`src/rtl/mips_mem_pkg.sv`:
```
// Shared encodings, FSM states and lane helpers for the MEM pipeline stage.
// Pure declarations: no latency and no backpressure of its own.
package mips_mem_pkg;

   localparam logic [1:0] SIZE_BYTE = 2'b00;
   localparam logic [1:0] SIZE_HALF = 2'b01;
   localparam logic [1:0] SIZE_WORD = 2'b10;

   typedef enum logic {
      ST_IDLE = 1'b0,
      ST_BUSY = 1'b1
   } state_t;

   function automatic logic is_aligned(input logic [1:0] size, input logic [1:0] lane);
      case (size)
         SIZE_BYTE: is_aligned = 1'b1;
         SIZE_HALF: is_aligned = ~lane[0];
         default:   is_aligned = (lane == 2'b00);
      endcase
   endfunction

   // Size 2'b11 is treated as a word, like SIZE_WORD.
   function automatic logic [31:0] lane_extract(input logic [31:0] word,
                                                input logic [1:0]  size,
                                                input logic [1:0]  lane,
                                                input logic        uns);
      logic [31:0] sh;
      logic [7:0]  b;
      logic [15:0] h;
      sh = word >> {lane, 3'b000};
      b  = sh[7:0];
      h  = sh[15:0];
      case (size)
         SIZE_BYTE: lane_extract = uns ? {24'h0, b} : {{24{b[7]}}, b};
         SIZE_HALF: lane_extract = uns ? {16'h0, h} : {{16{h[15]}}, h};
         default:   lane_extract = word;
      endcase
   endfunction

endpackage

```
`src/rtl/load_store_align.sv`:
```
// Byte-lane steering: store enables/replicated data and extended load data.
// Purely combinational; zero latency, no backpressure.
module load_store_align
   import mips_mem_pkg::*;
(
   input  logic [1:0]  i_size,
   input  logic [1:0]  i_lane,
   input  logic        i_uns,
   input  logic [31:0] i_store_data,
   input  logic [31:0] i_rdata,
   output logic [3:0]  o_be,
   output logic [31:0] o_wdata,
   output logic [31:0] o_load_data
);

   always_comb begin
      o_be    = 4'b1111;
      o_wdata = i_store_data;
      case (i_size)
         SIZE_BYTE: begin
            o_be    = 4'b0001 << i_lane;
            o_wdata = {4{i_store_data[7:0]}};
         end
         SIZE_HALF: begin
            o_be    = 4'b0011 << {i_lane[1], 1'b0};
            o_wdata = {2{i_store_data[15:0]}};
         end
         default: ;
      endcase
   end

   assign o_load_data = lane_extract(i_rdata, i_size, i_lane, i_uns);

endmodule

```
`src/rtl/mem_access_stage.sv`:
```
// MIPS MEM stage: passthrough in 1 cycle; loads/stores via req/ack, result 1 cycle after ack.
// Backpressure: stall holds EX/MEM from accept until the ack cycle; misaligned ops never stall.
module mem_access_stage
   import mips_mem_pkg::*;
#(
   parameter int DATA_W = 32,
   parameter int ADDR_W = 32,
   parameter int REG_W  = 5
) (
   input  logic              clk,
   input  logic              rst,
   input  logic              ex_valid,
   input  logic              ex_mem_read,
   input  logic              ex_mem_write,
   input  logic [1:0]        ex_size,
   input  logic              ex_unsigned,
   input  logic [ADDR_W-1:0] ex_addr,
   input  logic [DATA_W-1:0] ex_store_data,
   input  logic [REG_W-1:0]  ex_wb_reg,
   input  logic              ex_reg_write,
   output logic              dmem_req,
   output logic              dmem_we,
   output logic [ADDR_W-1:0] dmem_addr,
   output logic [DATA_W-1:0] dmem_wdata,
   output logic [3:0]        dmem_be,
   input  logic              dmem_ack,
   input  logic [DATA_W-1:0] dmem_rdata,
   output logic              stall,
   output logic [DATA_W-1:0] mem_data_out,
   output logic [DATA_W-1:0] alu_data_out,
   output logic [REG_W-1:0]  wb_reg_out,
   output logic              reg_write_out,
   output logic              valid_out,
   output logic              misalign_exc
);

   state_t r_state, w_state_nxt;

   logic              r_req, r_we;
   logic [ADDR_W-1:0] r_addr;
   logic [DATA_W-1:0] r_wdata;
   logic [3:0]        r_be;
   logic              r_is_load, r_uns, r_reg_write;
   logic [1:0]        r_size, r_lane;
   logic [REG_W-1:0]  r_wb_reg;
   logic [ADDR_W-1:0] r_ex_addr;

   logic [DATA_W-1:0] r_mem_data, r_alu_data;
   logic [REG_W-1:0]  r_wb_out;
   logic              r_reg_write_out, r_valid_out, r_misalign;

   logic              w_memop, w_aligned, w_start, w_misalign, w_busy;
   logic [1:0]        w_al_size, w_al_lane;
   logic              w_al_uns;
   logic [3:0]        w_be;
   logic [DATA_W-1:0] w_wdata, w_load_data;

   assign w_busy     = (r_state == ST_BUSY);
   assign w_memop    = ex_valid & (ex_mem_read | ex_mem_write);
   assign w_aligned  = is_aligned(ex_size, ex_addr[1:0]);
   assign w_start    = w_memop & w_aligned & ~w_busy;
   assign w_misalign = w_memop & ~w_aligned & ~w_busy;

   // One aligner serves both phases: store steering while idle, load extraction while busy.
   assign w_al_size = w_busy ? r_size : ex_size;
   assign w_al_lane = w_busy ? r_lane : ex_addr[1:0];
   assign w_al_uns  = w_busy ? r_uns  : ex_unsigned;

   load_store_align u_align (
      .i_size       (w_al_size),
      .i_lane       (w_al_lane),
      .i_uns        (w_al_uns),
      .i_store_data (ex_store_data),
      .i_rdata      (dmem_rdata),
      .o_be         (w_be),
      .o_wdata      (w_wdata),
      .o_load_data  (w_load_data)
   );

   always_ff @(posedge clk) begin
      if (rst) r_state <= ST_IDLE;
      else     r_state <= w_state_nxt;
   end

   always_comb begin
      w_state_nxt = r_state;
      stall       = 1'b0;
      case (r_state)
         ST_IDLE: begin
            if (w_start) begin
               w_state_nxt = ST_BUSY;
               stall       = 1'b1;
            end
         end
         ST_BUSY: begin
            if (dmem_ack) w_state_nxt = ST_IDLE;
            else          stall       = 1'b1;
         end
         default: w_state_nxt = ST_IDLE;
      endcase
   end

   always_ff @(posedge clk) begin
      if (rst) begin
         r_req       <= 1'b0;
         r_we        <= 1'b0;
         r_addr      <= '0;
         r_wdata     <= '0;
         r_be        <= 4'b0000;
         r_is_load   <= 1'b0;
         r_uns       <= 1'b0;
         r_reg_write <= 1'b0;
         r_size      <= SIZE_BYTE;
         r_lane      <= 2'b00;
         r_wb_reg    <= '0;
         r_ex_addr   <= '0;
      end else if (w_start) begin
         r_req       <= 1'b1;
         r_we        <= ex_mem_write & ~ex_mem_read;
         r_addr      <= {ex_addr[ADDR_W-1:2], 2'b00};
         r_wdata     <= w_wdata;
         r_be        <= w_be;
         r_is_load   <= ex_mem_read;
         r_uns       <= ex_unsigned;
         r_reg_write <= ex_reg_write;
         r_size      <= ex_size;
         r_lane      <= ex_addr[1:0];
         r_wb_reg    <= ex_wb_reg;
         r_ex_addr   <= ex_addr;
      end else if (w_busy && dmem_ack) begin
         r_req <= 1'b0;
         r_we  <= 1'b0;
         r_be  <= 4'b0000;
      end
   end

   always_ff @(posedge clk) begin
      if (rst) begin
         r_mem_data      <= '0;
         r_alu_data      <= '0;
         r_wb_out        <= '0;
         r_reg_write_out <= 1'b0;
         r_valid_out     <= 1'b0;
         r_misalign      <= 1'b0;
      end else begin
         r_misalign <= 1'b0;
         if (w_busy) begin
            if (dmem_ack) begin
               r_valid_out     <= 1'b1;
               r_reg_write_out <= r_is_load & r_reg_write;
               r_wb_out        <= r_wb_reg;
               r_alu_data      <= r_ex_addr;
               if (r_is_load) r_mem_data <= w_load_data;
            end else begin
               r_valid_out     <= 1'b0;
               r_reg_write_out <= 1'b0;
            end
         end else if (w_start) begin
            r_valid_out     <= 1'b0;
            r_reg_write_out <= 1'b0;
         end else if (w_misalign) begin
            r_valid_out     <= 1'b1;
            r_reg_write_out <= 1'b0;
            r_misalign      <= 1'b1;
            r_wb_out        <= ex_wb_reg;
            r_alu_data      <= ex_addr;
         end else begin
            r_valid_out     <= ex_valid;
            r_reg_write_out <= ex_valid & ex_reg_write;
            r_wb_out        <= ex_wb_reg;
            r_alu_data      <= ex_addr;
         end
      end
   end

   assign dmem_req      = r_req;
   assign dmem_we       = r_we;
   assign dmem_addr     = r_addr;
   assign dmem_wdata    = r_wdata;
   assign dmem_be       = r_be;
   assign mem_data_out  = r_mem_data;
   assign alu_data_out  = r_alu_data;
   assign wb_reg_out    = r_wb_out;
   assign reg_write_out = r_reg_write_out;
   assign valid_out     = r_valid_out;
   assign misalign_exc  = r_misalign;

endmodule

```
`config.mk`:
```
export PLATFORM = sky130hd
export DESIGN_NAME = mem_access_stage
export DESIGN_NICKNAME = d
export VERILOG_FILES = /design/src/rtl/mips_mem_pkg.sv /design/src/rtl/load_store_align.sv /design/src/rtl/mem_access_stage.sv
export SDC_FILE = /design/constraint.sdc
export NUM_CORES = 1
export LEC_CHECK = 0
export BUFFER_PORTS_ARGS = -buffer_cell sky130_fd_sc_hd__buf_2
export CAP_MARGIN = 20
export CORE_UTILIZATION = 45
export DETAILED_ROUTE_END_ITERATION = 10
export MAX_ROUTING_LAYER = met4
export PLACE_DENSITY = 0.82
export SYNTH_ARGS = -nofsm -noshare
export SYNTH_HDL_FRONTEND = slang
export SYNTH_SLANG_ARGS = --single-unit
```
`constraint.sdc`:
```
create_clock -name clk -period 2.2 [get_ports clk]
set_clock_uncertainty 0.15 [all_clocks]
set_input_delay 0.22 -clock clk [delete_from_list [all_inputs] [get_ports clk]]
set_output_delay 0.22 -clock clk [all_outputs]
set_load 0.01 [all_outputs]
```
# == Word level (Yosys, flattened, before mapping) ==
# Cells that the tools add are included.
# W data, S select, Z words.
# word_totals
ff_bits,185
output_inout_bits,143
word_cells,79
# classes
n_eq_ne,4
shift,3
muxes,32
n_bitwise,13
n_reduce_logical,8
# ops
cell,count
$mux W32,5
$pmux W32 S2,2
$shr A32 B5 Y16,1
$mux W1,15
$mux W5,3
$and A1 B1 Y1,8
$mux W4,2
$pmux W4 S2,1
$logic_not A2 Y1,3
$eq A2 B1 Y1 const B,2
$mux W2,2
$ne A2 B2 Y1 const B,2
$not A1 Y1,4
$pmux W1 S2,2
$shl A1 B2 Y4 const A,1
$shl A2 B2 Y4 const A,1
$reduce_and A3 Y1,1
$reduce_or A3 Y1,1
$reduce_and A2 Y1,1
$reduce_bool A2 Y1,1
$logic_and A1 B1 Y1,1
$or A1 B1 Y1,1

# == Longest topological paths before layout ==
# logic_depth
word_depth,8
depth_mapped,9

# == Hierarchy ==
# From an unflattened synthesis, not the netlist that was laid out.
# hier_totals
cells_unflattened,972
hier_area_um2,8423.1
# by_module_without_submodules
module,n_inst,cells_per_inst,area_per_inst_um2,seq_area_each_um2
mem_access_stage,1,773,7161.9,3062.9
load_store_align,1,199,1261.2,0.0

# == Worst setup path before layout ==
# No wires, ideal clock.
# synth_timing
path_kind,register -> register
from,register r_lane[0]
to,"register r_mem_data[22], in the netlist mem_data_out[22]"
arrival_ns,1.654
t_required_ns,1.905
slack_ns,0.251
path_stages_with_launch,8
path_buffers,2
period_less_slack_ns,1.949
path_cell_list,dfxtp_1 buf_2 mux2_2 a22oi_2 o32ai_4 a41oi_4 buf_6 a211oi_2
# synth_between
elab_chain_cells,4
# synth_lines
element,line_no,text
start: declaration,mem_access_stage.sv:44,"logic [1:0] r_size, r_lane;"
start signal: assignment,mem_access_stage.sv:127,r_lane <= ex_addr[1:0];
$mux W2 *,mem_access_stage.sv:66,assign w_al_lane = w_busy ? r_lane : ex_addr[1:0];
$shr A32 B5 Y16 *,mips_mem_pkg.sv:30,"sh = word >> {lane, 3'b000};"
$mux W32 (on tied branches),"mips_mem_pkg.sv:35, mips_mem_pkg.sv:34",
$pmux W32 S2 *,mips_mem_pkg.sv:33,case (size)
end signal: assignment,mem_access_stage.sv:153,if (r_is_load) r_mem_data <= w_load_data;
end: declaration,mem_access_stage.sv:48,"logic [DATA_W-1:0] r_mem_data, r_alu_data;"
# Mark *: on every way between the ends. The rest lies on a longest branch, timed or not.
# A chain may end at the register's enable or synchronous reset.

# == Worst setup path after layout ==
# layout_timing
from,register r_state
to,"register r_wdata[26], in the netlist dmem_wdata[26]"
# layout_between
elab_chain_cells,3
# layout_lines
element,line_no,text
start: declaration,mem_access_stage.sv:37,"state_t r_state, w_state_nxt;"
start signal: assignment,mem_access_stage.sv:82,else r_state <= w_state_nxt;
$mux W2,mem_access_stage.sv:65,assign w_al_size = w_busy ? r_size : ex_size;
$eq A2 B1 Y1 or $logic_not A2 Y1 (tied branches),load_store_align.sv:19,case (i_size)
$pmux W32 S2,load_store_align.sv:19,
end signal: assignment,mem_access_stage.sv:121,r_wdata <= w_wdata;
end: declaration,mem_access_stage.sv:41,logic [DATA_W-1:0] r_wdata;
# Parallel ways exist; a longest one is shown, timed or not.

==> impl_metrics.env <==
export IMPL_synth_xor_area_share_pct=0
export IMPL_p_per_area_nw_per_um2=742.2
export IMPL_synth_cell_types=55
export IMPL_core_area_um2=15310
export IMPL_die_w_um=127.7
export IMPL_tns_ns=0
export IMPL_dpl_cell_area_um2=8352
export IMPL_cts_root_buf="clkbuf_16"
export IMPL_status="finished, final reports clean"
export IMPL_fin_nets=1216
export IMPL_start_kind="register"
export IMPL_clk_latency_ns=0.42
export IMPL_clock_fmax_mhz=466.1
export IMPL_cts_tree="built"
export IMPL_yosys_area_share_adder_pct=0
export IMPL_path_clk_slew_ns=0.06
export IMPL_grt_pass1_vias=6992
export IMPL_synth_top_flop_cell="dfxtp_1"
export IMPL_final_core_util_pct=64.01
export IMPL_ff2ff_setup_slack_ns=0.05
export IMPL_maxSlewViolCount=0
export IMPL_crit_arrival_ns=2.28
export IMPL_drive_above_1_share_pct=30.86
export IMPL_netlist_top_cell_by_area="dfxtp_1"
export IMPL_cts_sink_count=153
export IMPL_grt_usage_pct=29.21
export IMPL_synth_edf_count=0
export IMPL_reg2reg_to="dmem_wdata[26]"
export IMPL_max_cap_viol_count=0
export IMPL_firstDrtPassIters=5
export IMPL_grt_pass1_wl_um=36020
export IMPL_drt_vias_per_instance=5.573
export IMPL_htreeDepth=4
export IMPL_stdcell_area_um2=9803
export IMPL_clk_path_buf_depth=2
export IMPL_hold_end="mem_data_out[20]"
export IMPL_num_io_pins=254
export IMPL_ant_nets=0
export IMPL_yosysTopAreaCellShare_pct=43.05
export IMPL_yosys_top_cells_area="dfxtp_1, nand2_1, mux2i_1"
export IMPL_numCtsBuffers=17
export IMPL_synth_simple_area_share_pct=15.39
export IMPL_wl_um=23570
export IMPL_slew_headroom_pct=60.50
export IMPL_place_hpwl_um=14470
export IMPL_leakagePower_nw=4.227
export IMPL_min_period_ns=2.145
export IMPL_gp_congestion=0.9267
export IMPL_setup_ws_ns=0.05468
export IMPL_dieHeight_um=127.7
export IMPL_wl_per_cell_um=17.71
export IMPL_syn_area_um2=7114
export IMPL_mostFrequentLayoutCells="buf_2, dfxtp_1, nand2_1, nor2_1, a21oi_1"
export IMPL_synth_area_per_cell_um2=8.561
export IMPL_grt_max_degree=66
export IMPL_antenna_found_initial=2
export IMPL_hold_violations=0
export IMPL_setup_violations=0
export IMPL_vdd_drop_max_mv=0.5467
export IMPL_syn2layout_area_growth_pct=37.79
export IMPL_whs_path_depth=3
export IMPL_crit_type="register to register"
export IMPL_ys_ff_latch=153
export IMPL_regToRegStartpoint="r_state"
export IMPL_yosysSeqAreaShare_pct=43.05
export IMPL_cp_max_fo=13
export IMPL_io_buffers=251
export IMPL_synth_top_family_by_area="compound AO/OA/AOI/OAI gates"
export IMPL_place_worst_setup_slack_ns=0.03540
export IMPL_synth_compound_area_share_pct=24.06
export IMPL_vias=7417
export IMPL_min_path_type="primary input to register"
export IMPL_grt_ovfl_total=0
export IMPL_async_flop_share_pct=0
export IMPL_syn_inst=831
export IMPL_fillers=1192
export IMPL_muxShareOfSynthArea_pct=8.899
export IMPL_die_area_um2=16320
export IMPL_initial_utilization_pct=46.45
export IMPL_drc=0
export IMPL_layout_commonest_cell="buf_2"
export IMPL_tightest_slew_ns=0.5811
export IMPL_holdWs_ns=0.01837
export IMPL_row_count=45
export IMPL_min_from="dmem_rdata[20]"
export IMPL_layout_worst_path_cycle_share_pct=97.51
export IMPL_worst_endpoint_required_ns=2.33
export IMPL_yosys_warnings=0
export IMPL_drt_iter0_markers=552
export IMPL_critPathCaptureType="register"
export IMPL_rr_worst_depth=6
export IMPL_rsz0062_at_grt="false"
-- metrics by stage --
| stage | power, mW | cells |
|---|---|---|
| 2_1_floorplan | 3.773 | 832 |
| 3_3_place_gp | 4.174 | 1217 |
| 3_5_place_dp | 4.198 | 1217 |
| 4_1_cts | 7.279 | 1327 |
| 5_1_grt | 7.570 | 1331 |
| 6_report | 7.276 | 1331 |
-- timing repair --
| item | 4_1_cts | 5_1_grt |
|---|---|---|
| endpoints found under the setup margin | 1 | 17 |
| gates resized for setup | 0 | 1 |
| hold endpoints to repair | 98 | 1 |
| hold buffers | 74 | 1 |
| buffers inserted | 2 | 1 |
| cloned | 2 | 0 |
-- synthesized netlist by cell type (7+ instances only) --
cell and count:
a211oi_1 61, a211oi_2 10, a21oi_1 90, a2bb2oi_1 7, a311oi_1 17, buf_2 21
buf_4 40, clkbuf_1 35, dfxtp_1 153, mux2i_1 54, nand2_1 147, nor2_1 95
o21ai_0 11, o221ai_1 7, o2bb2ai_1 7
-- routing by layer --
metal / track usage, % / vias up / routed length (um)
li1: - / 3474 / -
met1: 33.36 / 3416 / 9335
met2: 48.56 / 453 / 11240
met3: 6.678 / 74 / 2144
met4: 13.70 / 0 / 847
met5: - / - / 0
-- final cells by class --
type,instances,area [um^2],share of cell area [%]
multi-input cells,572,3483,35.53
repair buffers,356,2372,24.20
clock inverters,13,140.1,1.429
well taps,211,264.0,2.693
clock buffers,19,452.9,4.620
diodes,2,5.005,0.05105
inverters,5,18.77,0.1914
flip-flops and latches,153,3067,31.28
-- kinds of logic (layout without fill, tap and decap cells) --
kind of cell | after synthesis | count (layout)
buffers and inverters | 107 | 393
and+or+nand+nor | 271 | 271
muxes | 61 | 61
AOI/OAI and AO/OA | 238 | 238
other | 1 | 4
DFF | 153 | 153
-- worst max path at each step --
| stage | start | end |
|---|---|---|
| 6_report | r_state | dmem_wdata[26] |
| 5_1_grt | r_state | stall |
| 4_1_cts | dmem_rdata[15] | mem_data_out[20] |
| 3_5_place_dp | r_lane[0] | mem_data_out[20] |
| 3_3_place_gp | r_state | mem_data_out[18] |
| 2_1_floorplan | r_lane[0] | mem_data_out[22] |
-- critical path, cell delays in order, from the launching register on --
cell and delay [ns]:
dfxtp_4 0.34, buf_4 0.19, nor3b_1 0.17, or2_1 0.31
buf_4 0.21, a222oi_1 0.47, a211oi_1 0.17
-- power by group --
group | switching (mW) | internal [mW] | leakage (nW) | total [mW]
clock | 1.20 | 1.74 | 0.294 | 2.95
combinational | 0.732 | 0.580 | 2.68 | 1.31
sequential | 0.0926 | 2.93 | 1.25 | 3.02
total | 2.03 | 5.25 | 4.23 | 7.28
No activity file was read; power rests on OpenSTA's default activity.
